**src/rtl/regfile_bist_if.sv**
```systemverilog
// Register-file test-port bundle.
//   master : BIST side, drives write/read controls and samples read data
//   slave  : register-file side
// Signals: t_ctrl_writeEnable, t_ctrl_writeReg[4:0], t_ctrl_readRegA[4:0],
//          t_ctrl_readRegB[4:0], t_data_writeReg[31:0],
//          t_data_readRegA[31:0], t_data_readRegB[31:0]
interface regfile_bist_if;
   logic        t_ctrl_writeEnable;
   logic [4:0]  t_ctrl_writeReg;
   logic [4:0]  t_ctrl_readRegA;
   logic [4:0]  t_ctrl_readRegB;
   logic [31:0] t_data_writeReg;
   logic [31:0] t_data_readRegA;
   logic [31:0] t_data_readRegB;

   modport master (
      output t_ctrl_writeEnable, t_ctrl_writeReg, t_ctrl_readRegA,
             t_ctrl_readRegB, t_data_writeReg,
      input  t_data_readRegA, t_data_readRegB
   );
   modport slave (
      input  t_ctrl_writeEnable, t_ctrl_writeReg, t_ctrl_readRegA,
             t_ctrl_readRegB, t_data_writeReg,
      output t_data_readRegA, t_data_readRegB
   );
endinterface

```
**src/rtl/regfile_bist.sv**
```systemverilog
// Built-in self-test initiator for the register file test port.
// Writes a seed-derived pattern (then its inverse) into every register, reads
// all registers back on both ports and reports pass or the first mismatch.
// Ports:
//   clock, reset        : clock, synchronous active-high reset
//   start               : one-cycle pulse, begins a run (ignored while busy)
//   test, busy          : high while a run is in progress (test = mux select)
//   done, pass          : sticky completion flag, 1 = no mismatch
//   fail_reg, fail_data : register index / read data of the first mismatch
//   rf                  : regfile test port (master side)
// Parameters: SEED (base pattern), READ_WAIT (0..3 read settle cycles).
// Optional macro REGFILE_BIST_R0_WRITE_EN: also write r0 (expected to read 0).
module regfile_bist #(
   parameter logic [31:0] SEED      = 32'hA5A5_5A5A,
   parameter int unsigned READ_WAIT = 1
) (
   input  logic           clock,
   input  logic           reset,
   input  logic           start,
   output logic           test,
   output logic           busy,
   output logic           done,
   output logic           pass,
   output logic [4:0]     fail_reg,
   output logic [31:0]    fail_data,
   regfile_bist_if.master rf
);
   typedef enum logic [2:0] {
      S_IDLE, S_WRITE, S_READ, S_WAIT, S_CHECK, S_DONE
   } state_e;

`ifdef REGFILE_BIST_R0_WRITE_EN
   localparam logic [4:0] FIRST_WR = 5'd0;
`else
   localparam logic [4:0] FIRST_WR = 5'd1;
`endif
   localparam logic [1:0] WAIT_LAST = (READ_WAIT == 0) ? 2'd0 : 2'(READ_WAIT - 1);

   function automatic logic [31:0] pat(input logic [4:0] r, input logic ph);
      logic [31:0] p;
      p = SEED ^ {r, r, r, r, r, r, r[1:0]};
      return ph ? ~p : p;
   endfunction

   // r0 always reads as zero, whatever was written to it
   function automatic logic [31:0] expv(input logic [4:0] r, input logic ph);
      return (r == 5'd0) ? 32'd0 : pat(r, ph);
   endfunction

   state_e      state_q, state_d;
   logic        phase_q, phase_d;
   logic [4:0]  idx_q, idx_d;
   logic [1:0]  wcnt_q, wcnt_d;
   logic        done_q, done_d;
   logic        pass_q, pass_d;
   logic [4:0]  freg_q, freg_d;
   logic [31:0] fdata_q, fdata_d;

   logic [4:0]  idx_b;
   logic        miss_a, miss_b;

   assign idx_b  = 5'd31 - idx_q;
   assign miss_a = rf.t_data_readRegA != expv(idx_q, phase_q);
   assign miss_b = rf.t_data_readRegB != expv(idx_b, phase_q);

   always_comb begin
      state_d = state_q;
      phase_d = phase_q;
      idx_d   = idx_q;
      wcnt_d  = wcnt_q;
      done_d  = done_q;
      pass_d  = pass_q;
      freg_d  = freg_q;
      fdata_d = fdata_q;
      test                  = 1'b0;
      rf.t_ctrl_writeEnable = 1'b0;
      rf.t_ctrl_writeReg    = 5'd0;
      rf.t_data_writeReg    = 32'd0;
      rf.t_ctrl_readRegA    = 5'd0;
      rf.t_ctrl_readRegB    = 5'd0;
      unique case (state_q)
         S_IDLE: begin
            if (start) begin
               state_d = S_WRITE;
               phase_d = 1'b0;
               idx_d   = FIRST_WR;
            end
         end
         S_WRITE: begin
            test                  = 1'b1;
            rf.t_ctrl_writeEnable = 1'b1;
            rf.t_ctrl_writeReg    = idx_q;
            rf.t_data_writeReg    = pat(idx_q, phase_q);
            if (idx_q == 5'd31) begin
               state_d = S_READ;
               idx_d   = 5'd0;
            end else begin
               idx_d = idx_q + 5'd1;
            end
         end
         S_READ: begin
            test               = 1'b1;
            rf.t_ctrl_readRegA = idx_q;
            rf.t_ctrl_readRegB = idx_b;
            wcnt_d             = 2'd0;
            state_d            = (READ_WAIT == 0) ? S_CHECK : S_WAIT;
         end
         S_WAIT: begin
            test               = 1'b1;
            rf.t_ctrl_readRegA = idx_q;
            rf.t_ctrl_readRegB = idx_b;
            wcnt_d             = wcnt_q + 2'd1;
            if (wcnt_q == WAIT_LAST) state_d = S_CHECK;
         end
         S_CHECK: begin
            test               = 1'b1;
            rf.t_ctrl_readRegA = idx_q;
            rf.t_ctrl_readRegB = idx_b;
            if (miss_a || miss_b) begin
               // port A wins when both ports mismatch
               state_d = S_DONE;
               pass_d  = 1'b0;
               freg_d  = miss_a ? idx_q : idx_b;
               fdata_d = miss_a ? rf.t_data_readRegA : rf.t_data_readRegB;
            end else if (idx_q != 5'd31) begin
               idx_d   = idx_q + 5'd1;
               state_d = S_READ;
            end else if (!phase_q) begin
               phase_d = 1'b1;
               idx_d   = FIRST_WR;
               state_d = S_WRITE;
            end else begin
               state_d = S_DONE;
               pass_d  = 1'b1;
               freg_d  = 5'd0;
               fdata_d = 32'd0;
            end
         end
         S_DONE: begin
            // done follows one edge after entering DONE
            done_d = 1'b1;
            if (start) begin
               state_d = S_WRITE;
               phase_d = 1'b0;
               idx_d   = FIRST_WR;
               done_d  = 1'b0;
               pass_d  = 1'b0;
            end
         end
         default: state_d = S_IDLE;
      endcase
   end

   always_ff @(posedge clock) begin
      if (reset) begin
         state_q <= S_IDLE;
         phase_q <= 1'b0;
         idx_q   <= 5'd0;
         wcnt_q  <= 2'd0;
         done_q  <= 1'b0;
         pass_q  <= 1'b0;
         freg_q  <= 5'd0;
         fdata_q <= 32'd0;
      end else begin
         state_q <= state_d;
         phase_q <= phase_d;
         idx_q   <= idx_d;
         wcnt_q  <= wcnt_d;
         done_q  <= done_d;
         pass_q  <= pass_d;
         freg_q  <= freg_d;
         fdata_q <= fdata_d;
      end
   end

   assign busy      = test;
   assign done      = done_q;
   assign pass      = pass_q;
   assign fail_reg  = freg_q;
   assign fail_data = fdata_q;
endmodule

```
**src/flat_wrapper.sv**
```systemverilog
// flat-port wrapper written by rule: the top's interface ports become plain ports
module regfile_bist_flat 
#(
   parameter logic [31:0] SEED      = 32'hA5A5_5A5A,
   parameter int unsigned READ_WAIT = 1
)
  (clock, reset, start, test, busy, done, pass, fail_reg, fail_data, rf_t_ctrl_writeEnable, rf_t_ctrl_writeReg, rf_t_ctrl_readRegA, rf_t_ctrl_readRegB, rf_t_data_writeReg, rf_t_data_readRegA, rf_t_data_readRegB);
  regfile_bist_if rf_i ();
  input  logic clock;
  input  logic reset;
  input  logic start;
  output logic test;
  output logic busy;
  output logic done;
  output logic pass;
  output logic [4:0] fail_reg;
  output logic [31:0] fail_data;
  output wire logic [$bits(rf_i.t_ctrl_writeEnable)-1:0] rf_t_ctrl_writeEnable;
  output wire logic [$bits(rf_i.t_ctrl_writeReg)-1:0] rf_t_ctrl_writeReg;
  output wire logic [$bits(rf_i.t_ctrl_readRegA)-1:0] rf_t_ctrl_readRegA;
  output wire logic [$bits(rf_i.t_ctrl_readRegB)-1:0] rf_t_ctrl_readRegB;
  output wire logic [$bits(rf_i.t_data_writeReg)-1:0] rf_t_data_writeReg;
  input wire logic [$bits(rf_i.t_data_readRegA)-1:0] rf_t_data_readRegA;
  input wire logic [$bits(rf_i.t_data_readRegB)-1:0] rf_t_data_readRegB;
  assign rf_t_ctrl_writeEnable = rf_i.t_ctrl_writeEnable;
  assign rf_t_ctrl_writeReg = rf_i.t_ctrl_writeReg;
  assign rf_t_ctrl_readRegA = rf_i.t_ctrl_readRegA;
  assign rf_t_ctrl_readRegB = rf_i.t_ctrl_readRegB;
  assign rf_t_data_writeReg = rf_i.t_data_writeReg;
  assign rf_i.t_data_readRegA = rf_t_data_readRegA;
  assign rf_i.t_data_readRegB = rf_t_data_readRegB;
  regfile_bist #(.SEED(SEED), .READ_WAIT(READ_WAIT)) u_core (.clock(clock), .reset(reset), .start(start), .test(test), .busy(busy), .done(done), .pass(pass), .fail_reg(fail_reg), .fail_data(fail_data), .rf(rf_i));
endmodule
```
**config.mk**
```make
export PLATFORM = sky130hd
export DESIGN_NAME = regfile_bist_flat
export DESIGN_NICKNAME = d
export VERILOG_FILES = /design/src/rtl/regfile_bist_if.sv /design/src/rtl/regfile_bist.sv /design/src/flat_wrapper.sv
export SDC_FILE = /design/constraint.sdc
export NUM_CORES = 1
export LEC_CHECK = 0
export CAP_MARGIN = 5
export CORE_MARGIN = 2
export CORE_UTILIZATION = 29
export CTS_BUF_LIST = sky130_fd_sc_hd__clkbuf_16
export CTS_CLUSTER_DIAMETER = 40
export CTS_CLUSTER_SIZE = 40
export DETAILED_ROUTE_END_ITERATION = 12
export MAX_ROUTING_LAYER = met4
export PLACE_DENSITY_LB_ADDON = 0.08
export SYNTH_ARGS = -nofsm -noshare
export SYNTH_HDL_FRONTEND = slang
export SYNTH_SLANG_ARGS = --single-unit
export TNS_END_PERCENT = 50
```
**constraint.sdc**
```tcl
create_clock -name clock -period 6.9 [get_ports clock]
set_input_delay 0.69 -clock clock [delete_from_list [all_inputs] [get_ports clock]]
set_output_delay 0.69 -clock clock [all_outputs]
set_load 0.02 [all_outputs]
```
### Word-level counts from Yosys, hierarchy flattened

Cells that the tools add are included.

| word-level totals | value |
|---|---|
| word-level logic and storage cells | 93 |
| flip-flop bits (word level) | 50 |
| input port bits | 67 |
| output and inout port bits | 89 |

| cells by class | value |
|---|---|
| eq/ne operators | 19 |
| mux-type cells | 41 |
| bitwise logic cells | 4 |
| $add $sub $neg | 3 |
| reduce and logical (&&, ||, !) cells | 18 |

Operator list:

| kind | count |
|---|---|
| $mux W32 | 9 |
| $ne A32 B32 Y1 | 2 |
| $not A32 Y32 | 2 |
| $mux W5 | 12 |
| $not A16 Y16 | 2 |
| $mux W3 | 6 |
| $pmux W3 S5 | 1 |
| $pmux W5 S3 | 1 |
| $reduce_and A4 Y1 | 3 |
| $logic_not A5 Y1 | 2 |
| $mux W1 | 9 |
| $ne A2 B1 Y1 const B | 4 |
| $reduce_bool A2 Y1 | 4 |
| $eq A3 B2 Y1 const B | 2 |
| $eq A3 B3 Y1 const B | 2 |
| $ne A2 B2 Y1 const B | 3 |
| $reduce_and A3 Y1 | 2 |
| $add A5 B1 Y5 const B | 1 |
| $eq A5 B5 Y1 const B | 1 |
| $ne A5 B5 Y1 const B | 1 |
| $sub A5 B5 Y5 const A | 1 |
| $pmux W1 S2 | 2 |
| $pmux W2 S2 | 1 |
| $reduce_or A4 Y1 | 1 |
| other kinds (11) | 11 |

### Longest topological paths before layout

| depth | value |
|---|---|
| depth after elaboration | 9 |
| gate-level depth with buffers | 17 |
| depth with buffers taken out | 11 |

### Worst setup path before layout

OpenSTA, ideal clock, no wires.

| timing | value |
|---|---|
| kind | flip-flop to flip-flop |
| start point | register u_core.idx_q[2] |
| end point | register u_core.fdata_q[5], in the netlist u_core.fail_data[5] |
| arrival | 3.561 ns |
| setup time | 0.147 ns |
| required time | 6.753 ns |
| cell stages (with the launch flop) | 18 |
| period minus slack after synthesis | 3.708 ns |
| buffers on the path | 8 |
| path slack | 3.192 ns |
| cell sequence | dfxtp_1 buf_4 buf_2 buf_1 and3_1 ha_1 buf_2 buf_1 o21ai_1 o31ai_1 o2111ai_1 or4_1 buf_2 o31a_1 buf_4 buf_2 nor2_1 a311oi_2 |

| between the ends | value |
|---|---|
| word-level cells in the longest chain between the ends | 9 |
| elaborated cells between the ends (all ways) | 20 |
| those cells by class | 1 x add/sub; 4 x eq/ne; 6 x mux; 4 x bitwise; 5 x reduce/logical |

Ends and longest elaborated chain:

| what | RTL line | text |
|---|---|---|
| from (decl) | regfile_bist.sv:52 | `logic [4:0] idx_q, idx_d;` |
| from (signal assigned) | regfile_bist.sv:167 | `idx_q <= idx_d;` |
| $sub A5 B5 Y5 | regfile_bist.sv:62 | `assign idx_b = 5'd31 - idx_q;` |
| $not A16 Y16 (no line) | n/a |  |
| $not A32 Y32 | regfile_bist.sv:42 | `return ph ? ~p : p;` |
| $mux W32 | regfile_bist.sv:42 |  |
| $mux W32 | regfile_bist.sv:47 | `return (r == 5'd0) ? 32'd0 : pat(r, ph);` |
| $ne A32 B32 Y1 | regfile_bist.sv:64 | `assign miss_b = rf.t_data_readRegB != expv(idx_b, phase_q);` |
| $logic_or A1 B1 Y1 | regfile_bist.sv:119 | `if (miss_a \|\| miss_b) begin` |
| $ne A2 B1 Y1 (no line) or $reduce_bool A2 Y1 (tied branches) | n/a |  |
| $reduce_and A3 Y1 (no line) | n/a |  |
| to (signal assigned) | regfile_bist.sv:172 | `fdata_q <= fdata_d;` |
| to (decl) | regfile_bist.sv:57 | `logic [31:0] fdata_q, fdata_d;` |

Several ways; a longest one is shown, not always the timed one.
A chain may end at the register's enable or synchronous reset.

### Final worst setup path

| timing | value |
|---|---|
| start point | register u_core.idx_q[2] |
| end point | register u_core.idx_q[0] |

| between the ends | value |
|---|---|
| word-level cells in the longest chain between the ends | 9 |
| elaborated cells between the ends (all ways) | 23 |
| those cells by class | 1 x add/sub; 6 x eq/ne; 8 x mux; 4 x bitwise; 4 x reduce/logical |

Ends and longest elaborated chain:

| what | RTL line |
|---|---|
| $sub A5 B5 Y5 | regfile_bist.sv:62 |
| $not A16 Y16 (no line) | n/a |
| $not A32 Y32 | regfile_bist.sv:42 |
| $mux W32 | regfile_bist.sv:42 |
| $mux W32 | regfile_bist.sv:47 |
| $ne A32 B32 Y1 | regfile_bist.sv:64 |
| $logic_or A1 B1 Y1 | regfile_bist.sv:119 |
| $ne A2 B2 Y1 (no line) | n/a |
| $reduce_and A4 Y1 (no line) | n/a |

Several ways; a longest one is shown, not always the timed one. The select of a mux whose other input is x is not followed.

==> flow_metrics.py <==
metrics = {
    "sta": {
        "worst_clock_skew_ns": 0.00763,
        "slew_headroom": 0.309,
        "fin_ws_ns": 2.23,
        "finalSetupTns_ns": 0,
        "setup_viol": 0,
        "layout_min_cycle_time_ns": 4.67,
        "final_hold_viol_count": 0,
        "fmaxAchievable_mhz": 214,
        "slew_violations": 0,
        "rsz0062_at_grt": "no",
        "tightest_slew_ns": 1.04,
        "period_share": 0.676,
    },
    "drt": {
        "first_iter_violations": 331,
        "wl_per_cell_um": 18.6,
        "drt-total-wl_mm": 15.5,
        "drtAntennaViolNets": 0,
        "drc": 0,
        "drtPass1Iterations": 5,
        "viasPerCell": 5.48,
        "vias": 4584,
    },
    "clocking": {
        "cts_buffers": 5,
        "path_clk_slew_ns": 0.07,
        "clockBufferDepth": 2,
        "cts_setup_buffers": 0,
        "post_cts_resized": 0,
        "clk_latency_ns": 0.31,
        "cts_hold_buffers": 0,
        "cts_max_level": 2,
        "cts_root_buf": "clkbuf_16",
        "clock_sinks": 50,
        "cts_tree": "built",
    },
    "worst_hold_path": {
        "min_path_type": "flop to flop",
        "min_path_cells": 2,
        "hp-start": "u_core.wcnt_q[1]",
        "holdPathEnd": "u_core.wcnt_q[1]",
    },
    "place": {
        "preCtsSetupSlack_ns": 2.28,
        "dp_hpwl_mm": 11.4,
        "gp_congestion": 0.863,
        "port_buffers": 155,
    },
    "global_routing": {
        "grt_overflow": 0,
        "antenna_found_initial": 0,
        "use_met1": 0.251,
        "gr-usage-met3": 0.0339,
        "grt_util_met2": 0.332,
        "grt_pass1_wl_mm": 24.7,
        "grtUsageTotal": 0.202,
        "grt-busiest-layer": "met2",
        "grt_pass1_vias": 4543,
        "grt_max_degree": 65,
    },
    "synth": {
        "synth_cell_type_count": 60,
        "synth_top_area_frac": 0.238,
        "synth.avg_cell_area_um2": 7.59,
        "synthFlopType": "dfxtp_1",
        "yosysTopAreaCell": "dfxtp_1",
        "ys_seq_area_frac": 0.238,
        "syn_nets": 626,
        "yosysMostFrequentCell": "nor2_1",
        "synth_area_leaders": "dfxtp_1 (24%), a311oi_2 (11%), nor2_1 (6.3%), buf_4 (5.2%), nand2_1 (4.8%)",
        "async_reset_ff_frac": 0,
        "yosys_warnings": 0,
        "synth_edf_count": 0,
        "synth_area_um2": 4210,
        "syn_inst": 554,
        "yosys-top-cells-count": "nor2_1 (71), nand2_1 (54), dfxtp_1 (50)",
        "synth-seq-cells": 50,
    },
    "cells_and_area": {
        "largest_reg_flops": 32,
        "diodes": 0,
        "nNetsFinal": 723,
        "area_growth_pct": 37.5,
        "drive_gt1_frac": 0.0874,
        "multi_input_area_um2": 2740,
        "regArea_um2": 1000,
        "n_fill_cell": 1495,
    },
    "setup_path": {
        "r2r_end": "u_core.idx_q[0]",
        "r2r_cells": 11,
        "crit_arrival_ns": 4.88,
        "crit_fanout": 45,
        "crit_type": "flop to flop",
        "required_ns": 7.11,
        "startpoint_type": "flop",
        "r2r_slack_ns": 2.23,
        "r2r-start": "u_core.idx_q[2]",
        "end_kind": "flop",
    },
    "die": {
        "die_h_um": 124,
        "io_pins": 156,
        "dieArea_um2": 15500,
        "rows": 44,
        "initial_core_util": 0.293,
        "core_area_um2": 14400,
        "die_w_um": 124,
    },
    "pwr": {
        "power_leakage_nw": 1.89,
        "power_density_nw_per_um2": 151,
        "irDropWorstVdd_mv": 0.0762,
    },
    "status": {
        "status": "completed",
    },
    "run": {
        "drv_cap": 0,
    },
}
-- where the power goes --
| part | total (mW) | internal [mW] | switching [mW] | leakage, nW |
|---|---|---|---|---|
| logic | 0.267 | 0.123 | 0.144 | 1.40 |
| registers | 0.312 | 0.297 | 0.0150 | 0.404 |
| clock network | 0.296 | 0.172 | 0.123 | 0.0842 |
| total | 0.874 | 0.592 | 0.282 | 1.89 |
-- cell usage in the layout (no fill, tap or decap), types with 10 or more instances in the layout --
| master | netlist | layout |
|---|---|---|
| clkdlybuf4s50_1 | 0 | 154 |
| nor2_1 | 71 | 71 |
| nand2_1 | 54 | 54 |
| dfxtp_1 | 50 | 50 |
| nand3_1 | 39 | 39 |
| a311oi_2 | 31 | 31 |
| a21oi_1 | 23 | 23 |
| nor3_1 | 19 | 19 |
| inv_1 | 15 | 15 |
| o21ai_0 | 15 | 15 |
| nor2b_1 | 12 | 12 |
| nor4_1 | 11 | 11 |
| nand4_1 | 11 | 11 |
| and3_1 | 10 | 10 |
| o32ai_1 | 10 | 10 |
-- cell families after synthesis --
logic type | after synthesis | synth area share
buffers and inverters | 86 | 0.112
xor gates and xnor gates | 13 | 0.0339
and+or+nand+nor | 274 | 0.330
AOI/OAI and AO/OA | 122 | 0.262
DFF | 50 | 0.238
adders and majority gates | 5 | 0.0149
muxes | 4 | 0.00952
-- critical path, stage by stage, from the launching register on --
cell and delay (ns):
dfxtp_1 1.01, and3_1 0.33, ha_1 0.67, nor2b_1 0.21
a21oi_1 0.05, o32ai_1 0.34, o2111ai_1 0.20, or4_1 0.60
buf_4 0.33, o31ai_4 0.46, a21oi_1 0.11, a311oi_1 0.25
-- metrics by stage --
| step | cell area, um^2 | std cells | hold WS, ns | total power, mW | utilization |
|---|---|---|---|---|---|
| after floorplan | 4210 | 554 | 0.432 | 0.470 | - |
| after global placement | 5620 | 828 | 0.441 | 0.584 | 0.391 |
| after detailed placement | 5620 | 828 | 0.471 | 0.585 | 0.391 |
| after CTS | 5780 | 836 | 0.481 | 0.886 | 0.403 |
| after global routing | 5780 | 836 | 0.505 | 0.916 | 0.403 |
| final | 5780 | 836 | 0.475 | 0.874 | 0.403 |
-- metal layers --
metal  share of wire  vias up
met3           0.053       24
met4           0.025        0
met5               0        -
met1            0.43     2167
li1                -     2214
met2            0.49      179
-- worst max path at each step --
stage	cells after the start	from	slack, ns	endpoint
finish	11	u_core.idx_q[2]	2.23	u_core.idx_q[0]
floorplan	17	u_core.idx_q[2]	3.19	u_core.fail_data[5]
CTS	11	u_core.idx_q[2]	2.22	u_core.idx_q[0]
detailed placement	11	u_core.idx_q[2]	2.28	u_core.idx_q[0]
global placement	10	u_core.idx_q[2]	2.32	u_core.idx_q[0]
global route	11	u_core.idx_q[2]	1.84	u_core.idx_q[0]
-- layout make-up --
class | count | area share
Multi-Input combinational cell | 418 | 0.473
Clock buffer | 5 | 0.0216
Tap cell | 184 | 0.0398
Sequential cell | 50 | 0.173
Timing Repair Buffer | 161 | 0.275
Inverter | 15 | 0.00973
Clock inverter | 3 | 0.00757
(Power assumes the default switching activity.)
